## config.mk

```make
export PLATFORM = sky130hd
export DESIGN_NAME = configurador_campos_flat
export DESIGN_NICKNAME = d
export VERILOG_FILES = /design/src/rtl/configurador_campos_pkg.sv /design/src/rtl/configurador_campos_if.sv /design/src/rtl/configurador_campos_bcd_paso.sv /design/src/rtl/configurador_campos.sv /design/src/flat_wrapper.sv
export SDC_FILE = /design/constraint.sdc
export NUM_CORES = 1
export LEC_CHECK = 0
export CAP_MARGIN = 20
export CELL_PAD_IN_SITES_DETAIL_PLACEMENT = 1
export CELL_PAD_IN_SITES_GLOBAL_PLACEMENT = 2
export CORE_MARGIN = 3
export CORE_UTILIZATION = 32
export CTS_CLUSTER_DIAMETER = 40
export DETAILED_ROUTE_END_ITERATION = 10
export PLACE_DENSITY_LB_ADDON = 0.08
export RECOVER_POWER = 50
export SLEW_MARGIN = 10
export SYNTH_ARGS = -nofsm -noshare
export SYNTH_HDL_FRONTEND = slang
export SYNTH_SLANG_ARGS = --single-unit
```

## constraint.sdc

```tcl
create_clock -name clk -period 4.4 [get_ports clk]
set_input_delay 0.66 -clock clk [delete_from_list [all_inputs] [get_ports clk]]
set_output_delay 0.66 -clock clk [all_outputs]
set_load 0.05 [all_outputs]
```

## src/rtl/configurador_campos_pkg.sv

```systemverilog
// -----------------------------------------------------------------------------
// configurador_campos_pkg
// Shared definitions for the clock/date/timer field configurator:
//   - FSM state encoding (IDLE / EDIT / WRITE)
//   - cursor and field-storage index constants
//   - per-field packed-BCD min/max limits and a lookup helper
//   - reset value helper for the field storage
// -----------------------------------------------------------------------------
package configurador_campos_pkg;

   typedef enum logic [1:0] {
      ST_IDLE  = 2'd0,
      ST_EDIT  = 2'd1,
      ST_WRITE = 2'd2
   } estado_t;

   // Cursor positions inside a group
   localparam logic [2:0] IDX_HORA = 3'd0;
   localparam logic [2:0] IDX_MIN  = 3'd1;
   localparam logic [2:0] IDX_SEG  = 3'd2;
   localparam logic [2:0] IDX_DIA  = 3'd3;
   localparam logic [2:0] IDX_MES  = 3'd4;
   localparam logic [2:0] IDX_ANIO = 3'd5;

   localparam logic [2:0] CUR_MAX_RELOJ = 3'd5;
   localparam logic [2:0] CUR_MAX_TEMP  = 3'd2;

   // Flat storage slots: clock group 0..5, timer group 6..8
   localparam int NUM_CAMPOS   = 9;
   localparam int CAMPO_C_HORA = 0;
   localparam int CAMPO_C_DIA  = 3;
   localparam int CAMPO_C_MES  = 4;
   localparam int CAMPO_T_BASE = 6;

   // Packed-BCD limits
   localparam logic [7:0] HORA24_MIN = 8'h00;
   localparam logic [7:0] HORA24_MAX = 8'h23;
   localparam logic [7:0] HORA12_MIN = 8'h01;
   localparam logic [7:0] HORA12_MAX = 8'h12;
   localparam logic [7:0] MINSEG_MIN = 8'h00;
   localparam logic [7:0] MINSEG_MAX = 8'h59;
   localparam logic [7:0] DIA_MIN    = 8'h01;
   localparam logic [7:0] DIA_MAX    = 8'h31;
   localparam logic [7:0] MES_MIN    = 8'h01;
   localparam logic [7:0] MES_MAX    = 8'h12;
   localparam logic [7:0] ANIO_MIN   = 8'h00;
   localparam logic [7:0] ANIO_MAX   = 8'h99;

   typedef struct packed {
      logic [7:0] lo;
      logic [7:0] hi;
   } limite_t;

   // Wrap limits of the field under the cursor. Only the clock hour
   // depends on the 12/24-hour format; the timer hour is always 00..23.
   function automatic limite_t limites_campo(input logic       grupo,
                                             input logic [2:0] idx,
                                             input logic       doce);
      limite_t l;
      l = '{lo: MINSEG_MIN, hi: MINSEG_MAX};
      case (idx)
         IDX_HORA: begin
            if (doce && !grupo) l = '{lo: HORA12_MIN, hi: HORA12_MAX};
            else                l = '{lo: HORA24_MIN, hi: HORA24_MAX};
         end
         IDX_MIN:  l = '{lo: MINSEG_MIN, hi: MINSEG_MAX};
         IDX_SEG:  l = '{lo: MINSEG_MIN, hi: MINSEG_MAX};
         IDX_DIA:  l = '{lo: DIA_MIN,    hi: DIA_MAX};
         IDX_MES:  l = '{lo: MES_MIN,    hi: MES_MAX};
         IDX_ANIO: l = '{lo: ANIO_MIN,   hi: ANIO_MAX};
         default:  l = '{lo: MINSEG_MIN, hi: MINSEG_MAX};
      endcase
      return l;
   endfunction

   // Day and month start at 01, everything else at 00
   function automatic logic [7:0] valor_reset(input int idx);
      if ((idx == CAMPO_C_DIA) || (idx == CAMPO_C_MES)) return 8'h01;
      else                                               return 8'h00;
   endfunction

endpackage

```

## src/rtl/configurador_campos_if.sv

```systemverilog
// -----------------------------------------------------------------------------
// configurador_campos_if
// Write handshake towards the downstream RTC writer.
//   wr_req : request, held until wr_ack          (configurator -> writer)
//   wr_grp : group being written, 0=clock 1=timer (configurator -> writer)
//   wr_ack : writer accepted the request          (writer -> configurator)
// -----------------------------------------------------------------------------
interface configurador_campos_if;
   logic wr_req;
   logic wr_grp;
   logic wr_ack;

   modport master (output wr_req, output wr_grp, input wr_ack);
   modport slave  (input wr_req, input wr_grp, output wr_ack);
endinterface

```

## src/rtl/configurador_campos_bcd_paso.sv

```systemverilog
// -----------------------------------------------------------------------------
// bcd_paso
// Combinational one-step up/down counter on a packed-BCD byte with wrap.
//   valor_i : current value (assumed inside [min_i, max_i])
//   subir_i : 1 = increment, 0 = decrement
//   min_i   : lowest legal value (wrap target when going up past max_i)
//   max_i   : highest legal value (wrap target when going down past min_i)
//   valor_o : stepped value
// -----------------------------------------------------------------------------
module bcd_paso (
   input  logic [7:0] valor_i,
   input  logic       subir_i,
   input  logic [7:0] min_i,
   input  logic [7:0] max_i,
   output logic [7:0] valor_o
);

   // Step with decimal carry/borrow between the two nibbles
   always_comb begin
      valor_o = valor_i;
      if (subir_i) begin
         if (valor_i == max_i)             valor_o = min_i;
         else if (valor_i[3:0] == 4'd9)    valor_o = {valor_i[7:4] + 4'd1, 4'd0};
         else                              valor_o = {valor_i[7:4], valor_i[3:0] + 4'd1};
      end else begin
         if (valor_i == min_i)             valor_o = max_i;
         else if (valor_i[3:0] == 4'd0)    valor_o = {valor_i[7:4] - 4'd1, 4'd9};
         else                              valor_o = {valor_i[7:4], valor_i[3:0] - 4'd1};
      end
   end

endmodule

```

## src/rtl/configurador_campos.sv

```systemverilog
// -----------------------------------------------------------------------------
// configurador_campos
// User-editable clock/date and timer fields with an RTC write handshake.
//   clk, btn_reset              : clock, asynchronous active-high reset
//   dism, aument, derec, izqda  : single-cycle strobes (dec, inc, right, left)
//   sw_conf                     : edit mode enable
//   sw_CT                       : group select, 0 = clock/date, 1 = timer
//   DOCE_24                     : 1 = 12-hour clock, 0 = 24-hour
//   escrib                      : write request level (rising edge starts write)
//   rtc (master)                : wr_req / wr_grp out, wr_ack in
//   c_hora..c_anio, t_hora..t_seg : packed-BCD fields
//   pm, cursor, editando        : AM/PM flag, selected field, EDIT indicator
// -----------------------------------------------------------------------------
module configurador_campos
   import configurador_campos_pkg::*;
(
   input  logic                        clk,
   input  logic                        btn_reset,
   input  logic                        dism,
   input  logic                        aument,
   input  logic                        derec,
   input  logic                        izqda,
   input  logic                        sw_conf,
   input  logic                        sw_CT,
   input  logic                        DOCE_24,
   input  logic                        escrib,
   configurador_campos_if.master       rtc,
   output logic [7:0]                  c_hora,
   output logic [7:0]                  c_min,
   output logic [7:0]                  c_seg,
   output logic [7:0]                  c_dia,
   output logic [7:0]                  c_mes,
   output logic [7:0]                  c_anio,
   output logic [7:0]                  t_hora,
   output logic [7:0]                  t_min,
   output logic [7:0]                  t_seg,
   output logic                        pm,
   output logic [2:0]                  cursor,
   output logic                        editando
);

   estado_t    estado_q, estado_d;
   logic       wr_grp_q, wr_grp_d;
   logic       escrib_q, doce_q, ct_q;
   logic [2:0] cursor_q, cursor_d;
   logic       pm_q, pm_d;
   logic [7:0] campo_q [NUM_CAMPOS];
   logic [7:0] campo_d [NUM_CAMPOS];

   logic       escrib_sube_s;
   logic       doce_cambio_s;
   logic       ct_cambio_s;
   logic       en_edicion_s;
   logic       paso_en_s;
   logic       mover_en_s;
   logic       toggle_pm_s;
   logic [2:0] cursor_max_s;
   logic [3:0] sel_idx_s;
   logic [7:0] campo_sel_s;
   logic [7:0] paso_s;
   logic [7:0] doce_hora_s;
   limite_t    lim_s;

   assign escrib_sube_s = escrib & ~escrib_q;
   assign doce_cambio_s = DOCE_24 ^ doce_q;
   assign ct_cambio_s   = sw_CT ^ ct_q;

   // A group change only re-homes the cursor; strobes in that cycle are dropped
   // so a stale cursor can never address the wrong group.
   assign en_edicion_s  = (estado_q == ST_EDIT) && !ct_cambio_s;
   assign paso_en_s     = en_edicion_s && (aument || dism);
   assign mover_en_s    = en_edicion_s && !aument && !dism;
   assign cursor_max_s  = sw_CT ? CUR_MAX_TEMP : CUR_MAX_RELOJ;
   assign sel_idx_s     = sw_CT ? (4'd6 + {1'b0, cursor_q}) : {1'b0, cursor_q};
   assign lim_s         = limites_campo(sw_CT, cursor_q, DOCE_24);
   assign doce_hora_s   = DOCE_24 ? HORA12_MAX : HORA24_MIN;

   // 11->12 going up or 12->11 going down crosses noon/midnight in 12-hour mode
   assign toggle_pm_s   = paso_en_s && !sw_CT && (cursor_q == IDX_HORA) && DOCE_24 &&
                          ((aument && (campo_sel_s == 8'h11)) ||
                           (!aument && (campo_sel_s == HORA12_MAX)));

   // Mux the field under the cursor
   always_comb begin
      campo_sel_s = 8'h00;
      for (int i = 0; i < NUM_CAMPOS; i++) begin
         campo_sel_s = (sel_idx_s == 4'(i)) ? campo_q[i] : campo_sel_s;
      end
   end

   bcd_paso u_bcd_paso (
      .valor_i (campo_sel_s),
      .subir_i (aument),
      .min_i   (lim_s.lo),
      .max_i   (lim_s.hi),
      .valor_o (paso_s)
   );

   // FSM next state and write-group latch
   always_comb begin
      estado_d = estado_q;
      wr_grp_d = wr_grp_q;
      case (estado_q)
         ST_IDLE: begin
            if (sw_conf) estado_d = ST_EDIT;
            else         estado_d = ST_IDLE;
         end
         ST_EDIT: begin
            if (!sw_conf) begin
               estado_d = ST_IDLE;
            end else if (escrib_sube_s) begin
               estado_d = ST_WRITE;
               wr_grp_d = sw_CT;
            end else begin
               estado_d = ST_EDIT;
            end
         end
         ST_WRITE: begin
            if (rtc.wr_ack) estado_d = sw_conf ? ST_EDIT : ST_IDLE;
            else            estado_d = ST_WRITE;
         end
         default: estado_d = ST_IDLE;
      endcase
   end

   // Field, cursor and pm next values; a format change overrides any hour step
   always_comb begin
      cursor_d = cursor_q;
      pm_d     = pm_q;
      for (int i = 0; i < NUM_CAMPOS; i++) begin
         campo_d[i] = campo_q[i];
         if (doce_cambio_s && (i == CAMPO_C_HORA))        campo_d[i] = doce_hora_s;
         else if (paso_en_s && (sel_idx_s == 4'(i)))      campo_d[i] = paso_s;
         else                                             campo_d[i] = campo_q[i];
      end

      if (ct_cambio_s)                         cursor_d = 3'd0;
      else if (mover_en_s && derec)            cursor_d = (cursor_q >= cursor_max_s) ? 3'd0 : cursor_q + 3'd1;
      else if (mover_en_s && izqda)            cursor_d = (cursor_q == 3'd0) ? cursor_max_s : cursor_q - 3'd1;
      else                                     cursor_d = cursor_q;

      if (doce_cambio_s || !DOCE_24)           pm_d = 1'b0;
      else if (toggle_pm_s)                    pm_d = ~pm_q;
      else                                     pm_d = pm_q;
   end

   // State and write-group registers
   always_ff @(posedge clk or posedge btn_reset) begin
      if (btn_reset) begin
         estado_q <= ST_IDLE;
         wr_grp_q <= 1'b0;
      end else begin
         estado_q <= estado_d;
         wr_grp_q <= wr_grp_d;
      end
   end

   // History copies for escrib edge and DOCE_24 / sw_CT change detection
   always_ff @(posedge clk or posedge btn_reset) begin
      if (btn_reset) begin
         escrib_q <= 1'b0;
         doce_q   <= 1'b0;
         ct_q     <= 1'b0;
      end else begin
         escrib_q <= escrib;
         doce_q   <= DOCE_24;
         ct_q     <= sw_CT;
      end
   end

   // Field storage, cursor and pm registers
   always_ff @(posedge clk or posedge btn_reset) begin
      if (btn_reset) begin
         for (int i = 0; i < NUM_CAMPOS; i++) begin
            campo_q[i] <= valor_reset(i);
         end
         cursor_q <= 3'd0;
         pm_q     <= 1'b0;
      end else begin
         campo_q  <= campo_d;
         cursor_q <= cursor_d;
         pm_q     <= pm_d;
      end
   end

   assign rtc.wr_req = (estado_q == ST_WRITE);
   assign rtc.wr_grp = wr_grp_q;
   assign editando   = (estado_q == ST_EDIT);
   assign cursor     = cursor_q;
   // Gated so pm reads 0 immediately whenever 24-hour format is selected
   assign pm         = pm_q & DOCE_24;

   assign c_hora = campo_q[0];
   assign c_min  = campo_q[1];
   assign c_seg  = campo_q[2];
   assign c_dia  = campo_q[3];
   assign c_mes  = campo_q[4];
   assign c_anio = campo_q[5];
   assign t_hora = campo_q[CAMPO_T_BASE];
   assign t_min  = campo_q[CAMPO_T_BASE + 1];
   assign t_seg  = campo_q[CAMPO_T_BASE + 2];

endmodule

```

## src/flat_wrapper.sv

```systemverilog
// flat-port wrapper written by rule: the top's interface ports become plain ports
module configurador_campos_flat import configurador_campos_pkg::*;
  (clk, btn_reset, dism, aument, derec, izqda, sw_conf, sw_CT, DOCE_24, escrib, c_hora, c_min, c_seg, c_dia, c_mes, c_anio, t_hora, t_min, t_seg, pm, cursor, editando, rtc_wr_req, rtc_wr_grp, rtc_wr_ack);
  configurador_campos_if rtc_i ();
  input  logic clk;
  input  logic btn_reset;
  input  logic dism;
  input  logic aument;
  input  logic derec;
  input  logic izqda;
  input  logic sw_conf;
  input  logic sw_CT;
  input  logic DOCE_24;
  input  logic escrib;
  output logic [7:0] c_hora;
  output logic [7:0] c_min;
  output logic [7:0] c_seg;
  output logic [7:0] c_dia;
  output logic [7:0] c_mes;
  output logic [7:0] c_anio;
  output logic [7:0] t_hora;
  output logic [7:0] t_min;
  output logic [7:0] t_seg;
  output logic pm;
  output logic [2:0] cursor;
  output logic editando;
  output wire logic [$bits(rtc_i.wr_req)-1:0] rtc_wr_req;
  output wire logic [$bits(rtc_i.wr_grp)-1:0] rtc_wr_grp;
  input wire logic [$bits(rtc_i.wr_ack)-1:0] rtc_wr_ack;
  assign rtc_wr_req = rtc_i.wr_req;
  assign rtc_wr_grp = rtc_i.wr_grp;
  assign rtc_i.wr_ack = rtc_wr_ack;
  configurador_campos u_core (.clk(clk), .btn_reset(btn_reset), .dism(dism), .aument(aument), .derec(derec), .izqda(izqda), .sw_conf(sw_conf), .sw_CT(sw_CT), .DOCE_24(DOCE_24), .escrib(escrib), .rtc(rtc_i), .c_hora(c_hora), .c_min(c_min), .c_seg(c_seg), .c_dia(c_dia), .c_mes(c_mes), .c_anio(c_anio), .t_hora(t_hora), .t_min(t_min), .t_seg(t_seg), .pm(pm), .cursor(cursor), .editando(editando));
endmodule
```

### Yosys cells after proc, flatten, opt, wreduce, memory -nomap -nowiden

Cells that the tools add are included.

| cells by class | value |
|---|---|
| $add $sub $neg | 7 |
| order comparisons | 1 |
| equal/unequal tests | 18 |
| multiplexer cells | 33 |
| bitwise logic cells | 6 |
| reduce and logical (&&, ||, !) cells | 38 |

Operator list:

| kind | number |
|---|---|
| $mux 8 | 16 |
| $pmux 9 s4 | 1 |
| $logic_and 1x1->1 | 22 |
| $mux 3 | 6 |
| $eq 4x3->1 const B | 4 |
| $eq 8x5->1 const B | 2 |
| $eq 8x8->1 | 2 |
| $mux 9 | 1 |
| $add 4x1->4 const B | 2 |
| $eq 4x2->1 const B | 2 |
| $eq 4x4->1 const B | 2 |
| $logic_not 4->1 | 2 |
| $sub 4x1->4 const B | 2 |
| $eq 3x3->1 const B | 2 |
| $mux 2 | 3 |
| $pmux 2 s3 | 1 |
| $logic_not 1->1 | 5 |
| $mux 5 | 1 |
| $add 3x3->4 const A | 1 |
| $eq 4x1->1 const B | 1 |
| $mux 4 | 1 |
| $reduce_bool 2->1 | 2 |
| $add 3x1->3 const B | 1 |
| $eq 3x2->1 const B | 1 |
| 13 further kinds | 20 |

| word-level totals | value |
|---|---|
| bits in registers | 82 |
| input port bits | 11 |
| output and inout bits | 79 |
| word-level logic and storage cells | 119 |

### Longest topological paths before layout

| depth | value |
|---|---|
| depth in word-level cells | 18 |
| gate-level depth with buffers | 18 |
| depth with buffers taken out | 13 |

### Cells and area by module

From an unflattened synthesis, not the netlist that was laid out.

| unflattened totals | value |
|---|---|
| cell total of the unflattened synthesis | 465 |
| area, all modules | 5,127.4 sq um |

By module, submodules not included:

| module | times used | cells an instance | area an instance (sq um) |
|---|---|---|---|
| configurador_campos | 1 | 370 | 4,334.2 |
| bcd_paso | 1 | 95 | 793.3 |

### Worst setup path after synthesis

No wires, ideal clock.

| path | value |
|---|---|
| kind | input to register |
| start point | input port sw_CT |
| end point | register u_core.campo_q, in the netlist u_core.c_min[1] |
| setup time | 125 ps |
| data arrival time | 4,110 ps |
| path slack | 166 ps |
| stages on the path | 17 |
| path through | buf_2 > inv_1 > ha_1 > buf_4 > buf_4 > buf_4 > mux2_1 > o21ai_0 > a2111o_1 > o32a_1 > ha_1 > and3_1 > and4_1 > clkbuf_1 > a311oi_1 > o22ai_1 > mux2_2 |

| between the ends | value |
|---|---|
| word-level cells in the longest chain between the ends | 15 |
| elaborated cells between the ends (all ways) | 39 |
| classes of those cells | 2 x add/sub; 11 x eq/ne; 17 x mux; 1 x bitwise; 8 x reduce/logical |

Ends and longest elaborated chain:

| item | line | text |
|---|---|---|
| start, declared | flat_wrapper.sv:12 | `input logic sw_CT;` |
| $mux 4 | configurador_campos.sv:74 | `assign sel_idx_s = sw_CT ? (4'd6 + {1'b0, cursor_q}) : {1'b0, cursor_q};` |
| $logic_not 4->1 | configurador_campos.sv:87 | `campo_sel_s = (sel_idx_s == 4'(i)) ? campo_q[i] : campo_sel_s;` |
| $mux 8 (9 in a row) | configurador_campos.sv:87 |  |
| $sub 4x1->4 (tied with other cells) | configurador_campos_bcd_paso.sv:28 | `else valor_o = {valor_i[7:4], valor_i[3:0] - 4'd1};` |
| $mux 8 (on tied branches) | configurador_campos_bcd_paso.sv:27, configurador_campos_bcd_paso.sv:23 |  |
| $mux 8 (on tied branches) | configurador_campos_bcd_paso.sv:26, configurador_campos_bcd_paso.sv:22 |  |
| $mux 8 | configurador_campos_bcd_paso.sv:21 | `if (subir_i) begin` |
| end signal, assigned by index | configurador_campos.sv:175 | `campo_q[i] <= valor_reset(i);` |
| end signal, assigned | configurador_campos.sv:180 | `campo_q <= campo_d;` |
| end, declared | configurador_campos.sv:47 | `logic [7:0] campo_q [NUM_CAMPOS];` |

Parallel ways exist; a longest one is shown, timed or not.
A chain may end at the register's enable or synchronous reset.

### Final worst setup path

| path | value |
|---|---|
| start point | input port sw_CT |
| end point | register u_core.campo_q, in the netlist u_core.t_seg[6] |

| between the ends | value |
|---|---|
| word-level cells in the longest chain between the ends | 15 |
| elaborated cells between the ends (all ways) | 39 |
| classes of those cells | 2 x add/sub; 11 x eq/ne; 17 x mux; 1 x bitwise; 8 x reduce/logical |

Ends and longest elaborated chain:

| item | line | text |
|---|---|---|
| $mux 4 | configurador_campos.sv:74 |  |
| $logic_not 4->1 | configurador_campos.sv:87 |  |
| $mux 8 (9 in a row) | configurador_campos.sv:87 |  |
| $sub 4x1->4 (tied with other cells) | configurador_campos_bcd_paso.sv:27 | `else if (valor_i[3:0] == 4'd0) valor_o = {valor_i[7:4] - 4'd1, 4'd9};` |
| $mux 8 (on tied branches) | configurador_campos_bcd_paso.sv:27, configurador_campos_bcd_paso.sv:23 |  |
| $mux 8 (on tied branches) | configurador_campos_bcd_paso.sv:26, configurador_campos_bcd_paso.sv:22 |  |
| $mux 8 | configurador_campos_bcd_paso.sv:21 |  |

Parallel ways exist; a longest one is shown, timed or not.

==> results.sh <==
export IMPL_cap_violations=1
export IMPL_cp_arrival_ns=4.40
export IMPL_path_class="input pin to register"
export IMPL_path_cells="clkdlybuf4s50_1 > inv_1 > ha_2 > buf_12 > buf_4 > mux2i_1 > o22ai_1 > mux2i_1 > o21ai_0 > a21oi_1 > buf_4 > o21ba_2 > o211ai_4 > nand2_1 > buf_4 > o22a_1 > buf_4 > o21ai_0"
export IMPL_path_clk_slew_ns=0.06
export IMPL_gp_congestion=0.9130
export IMPL_ios=90
export IMPL_tightest_slew_ns=2.025
export IMPL_hpwl_um=13430
export IMPL_synthArstFlopShare=1.000
export IMPL_cp_start_kind="input pin"
export IMPL_setup_ws_ns=0.2379
export IMPL_drive_gt1_frac=0.1641
export IMPL_hold_viol_final=0
export IMPL_violations="max-capacitance violations, max-slew violations"
export IMPL_critPathMaxStageDelay_ns=0.50
export IMPL_htree_levels=3
export IMPL_rsz0062_at_grt="no"
export IMPL_ys_seq_area_frac=0.4203
export IMPL_root_buffer="clkbuf_16"
export IMPL_cts_setup_buffers=0
export IMPL_antenna_left=0
export IMPL_yosysTopAreaCellShare=0.4095
export IMPL_yosysWarnings=0
export IMPL_grt_usage=0.2219
export IMPL_grt_start_max_net_pins=45
export IMPL_stdcell_count=836
export IMPL_die_w_um=129.6
export IMPL_cts_hold_buf=0
export IMPL_finalSetupViolations=0
export IMPL_coreArea_mm2=0.01475
export IMPL_cp_common_cell="buf_4"
export IMPL_worst_skew_pair_late_latency_ns=0.34
export IMPL_first_pass_iters=4
export IMPL_port_buffers=89
export IMPL_syn_inst=525
export IMPL_die_height_um=129.6
export IMPL_utilization=0.4485
export IMPL_fillers=1708
export IMPL_critical_path_max_fanout=23
export IMPL_period_minus_slack_ns=4.162
export IMPL_slew_violations=45
export IMPL_tritoncts="done"
export IMPL_fmax_mhz=240.3
export IMPL_synthesis_nets=552
export IMPL_drt_initial_drc_count=265
export IMPL_die_area_mm2=0.01679
export IMPL_antenna_found_initial=0
export IMPL_core_rowCount=44
export IMPL_drc=0
export IMPL_pre_cts_slack_ns=-0.1563
export IMPL_synthFlopType="dfrtp_1"
export IMPL_min_period_over_period=0.9459
export IMPL_clkSinkCount=82
export IMPL_dp_cells=820
export IMPL_max_slew_margin_rel=-0.3575
export IMPL_ir_drop_uv=345.6
export IMPL_outcome="finished, violations left"
export IMPL_cp_slowest_cell="clkdlybuf4s50_1"
export IMPL_yosysUniqueCellTypes=76
export IMPL_clock_path_buffers=2
export IMPL_antenna_cells=0
export IMPL_skew_ns=0.009799
export IMPL_vias=4531
export IMPL_worstPathRequired_ns=4.64
export IMPL_synth_common_cells="dfrtp_1 (80), nand2_1 (55), nor2_1 (53)"
export IMPL_end_kind="register"
export IMPL_yosysMostFrequentCell="dfrtp_1"
export IMPL_start_util=0.3313
export IMPL_synth_edf_count=0
export IMPL_areaGrowthSynthToFinish_pct=35.37
export IMPL_finalWirelength_um=17890
export IMPL_grt_ovfl_total=0
export IMPL_detail_route_wl_per_cell_um=21.40
export IMPL_grt_pass1_vias=4945
export IMPL_synth_area_mm2=0.004888
export IMPL_ctsResizeCount=0
export IMPL_p_leak_nw=2.958
export IMPL_layout_nets=674
export IMPL_cts_buffers=9
export IMPL_synth_seq_cells=82
export IMPL_grt_pass1_wl_um=28540
export IMPL_vias_per_cell=5.420
export IMPL_synth_area_per_cell_um2=9.311
export IMPL_p_per_area_mw_per_mm2=551.4
export IMPL_min_path_type="register to register"
export IMPL_yosys_top_cells_area="dfrtp_1 (41%), a21oi_1 (4.8%), mux2_2 (4.4%)"
export IMPL_yosys_area_top_type="dfrtp_1"
-- worst max-delay path, delay by kind of cell --
kind | cells | cell delay (ns)
muxes | 2 | 0.44
and+or+nand+nor | 1 | 0.17
adders and majority gates | 1 | 0.38
buffers and inverters | 7 | 1.46
AOI/OAI and AO/OA | 7 | 1.27
-- sequential cells by signal, indices dropped and copies added, names as in the netlist, 2 cells and up --
register         count
u_core.estado_q      2
u_core.c_seg         8
u_core.t_min         8
u_core.c_dia         8
u_core.c_min         8
u_core.c_anio        8
u_core.t_hora        8
u_core.c_mes         8
u_core.c_hora        8
u_core.cursor        3
u_core.t_seg         8
-- power by group --
group,switching [mW],total (mW),internal [mW],leakage (nW)
Combinational,1.16,1.80,0.644,1.72
Clock,0.311,0.785,0.473,0.150
Sequential,0.159,1.06,0.903,1.09
Total,1.63,3.65,2.02,2.96
-- through the flow --
stage / cell area (µm²) / power (mW) / setup TNS, ns / hold WS (ns)
2_1_floorplan: 4888 / 2.127 / 0 / 0.5427
3_3_place_gp: 6310 / 2.874 / -2.561 / 0.4694
3_5_place_dp: 6310 / 2.893 / -2.493 / 0.4805
4_1_cts: 6618 / 3.700 / 0 / 0.4941
5_1_grt: 6618 / 3.836 / 0 / 0.5324
6_report: 6618 / 3.649 / 0 / 0.4825
-- layout make-up --
type | count | area, µm² | area share
flip-flops and latches | 82 | 2054 | 0.3105
well taps | 184 | 230.2 | 0.03479
clock buffers | 13 | 260.3 | 0.03933
repair buffers | 141 | 1329 | 0.2008
clock inverters | 3 | 47.55 | 0.007185
multi-input cells | 399 | 2643 | 0.3993
inverters | 14 | 53.80 | 0.008130
-- per-layer routing --
layer | part of all wire | global-route usage | wire length [µm]
met2 | 0.47 | 0.3540 | 8376
met1 | 0.48 | 0.3062 | 8587
met3 | 0.029 | 0.04040 | 515
met4 | 0.023 | 0.07090 | 409
met5 | 0 | 0 | 0
-- logic make-up after synthesis --
group	synth area share
mux	0.09214
flops	0.4203
buf+inv	0.03967
compound gates	0.2083
simple gates	0.1771
fa+ha+maj	0.04095
xor+xnor	0.02150
-- cells in the final DEF (no fill, tap or decap), drive strengths merged, types with 5 or more instances in the layout --
| master | count |
|---|---|
| nand2 | 55 |
| o211ai | 5 |
| a21oi | 48 |
| and2 | 6 |
| buf | 51 |
| and3 | 6 |
| clkbuf | 14 |
| o21ai | 47 |
| dlygate4sd3 | 36 |
| inv | 13 |
| nor2b | 10 |
| dfrtp | 80 |
| nor2 | 53 |
| nand3 | 9 |
| o22ai | 10 |
| mux2i | 18 |
| mux2 | 20 |
| nand2b | 8 |
| clkdlybuf4s50 | 53 |
| xnor2 | 9 |
| ha | 16 |
| nor3 | 8 |
-- final timing paths --
path                              startpoint                 to  slack (ns)  cells after the start
min reg2reg                u_core.rtc.wr_grp  u_core.rtc.wr_grp        0.48                      2
max in group asynchronous          btn_reset    u_core.t_min[5]        1.34                      3
min in group asynchronous          btn_reset    u_core.c_min[2]        1.29                      2
max reg2reg                 u_core.cursor[1]    u_core.t_seg[6]        0.42                     15
min                        u_core.rtc.wr_grp  u_core.rtc.wr_grp        0.48                      2
max                                    sw_CT    u_core.t_seg[6]        0.24                     18
Note: power is estimated with default switching activity, not from simulation.
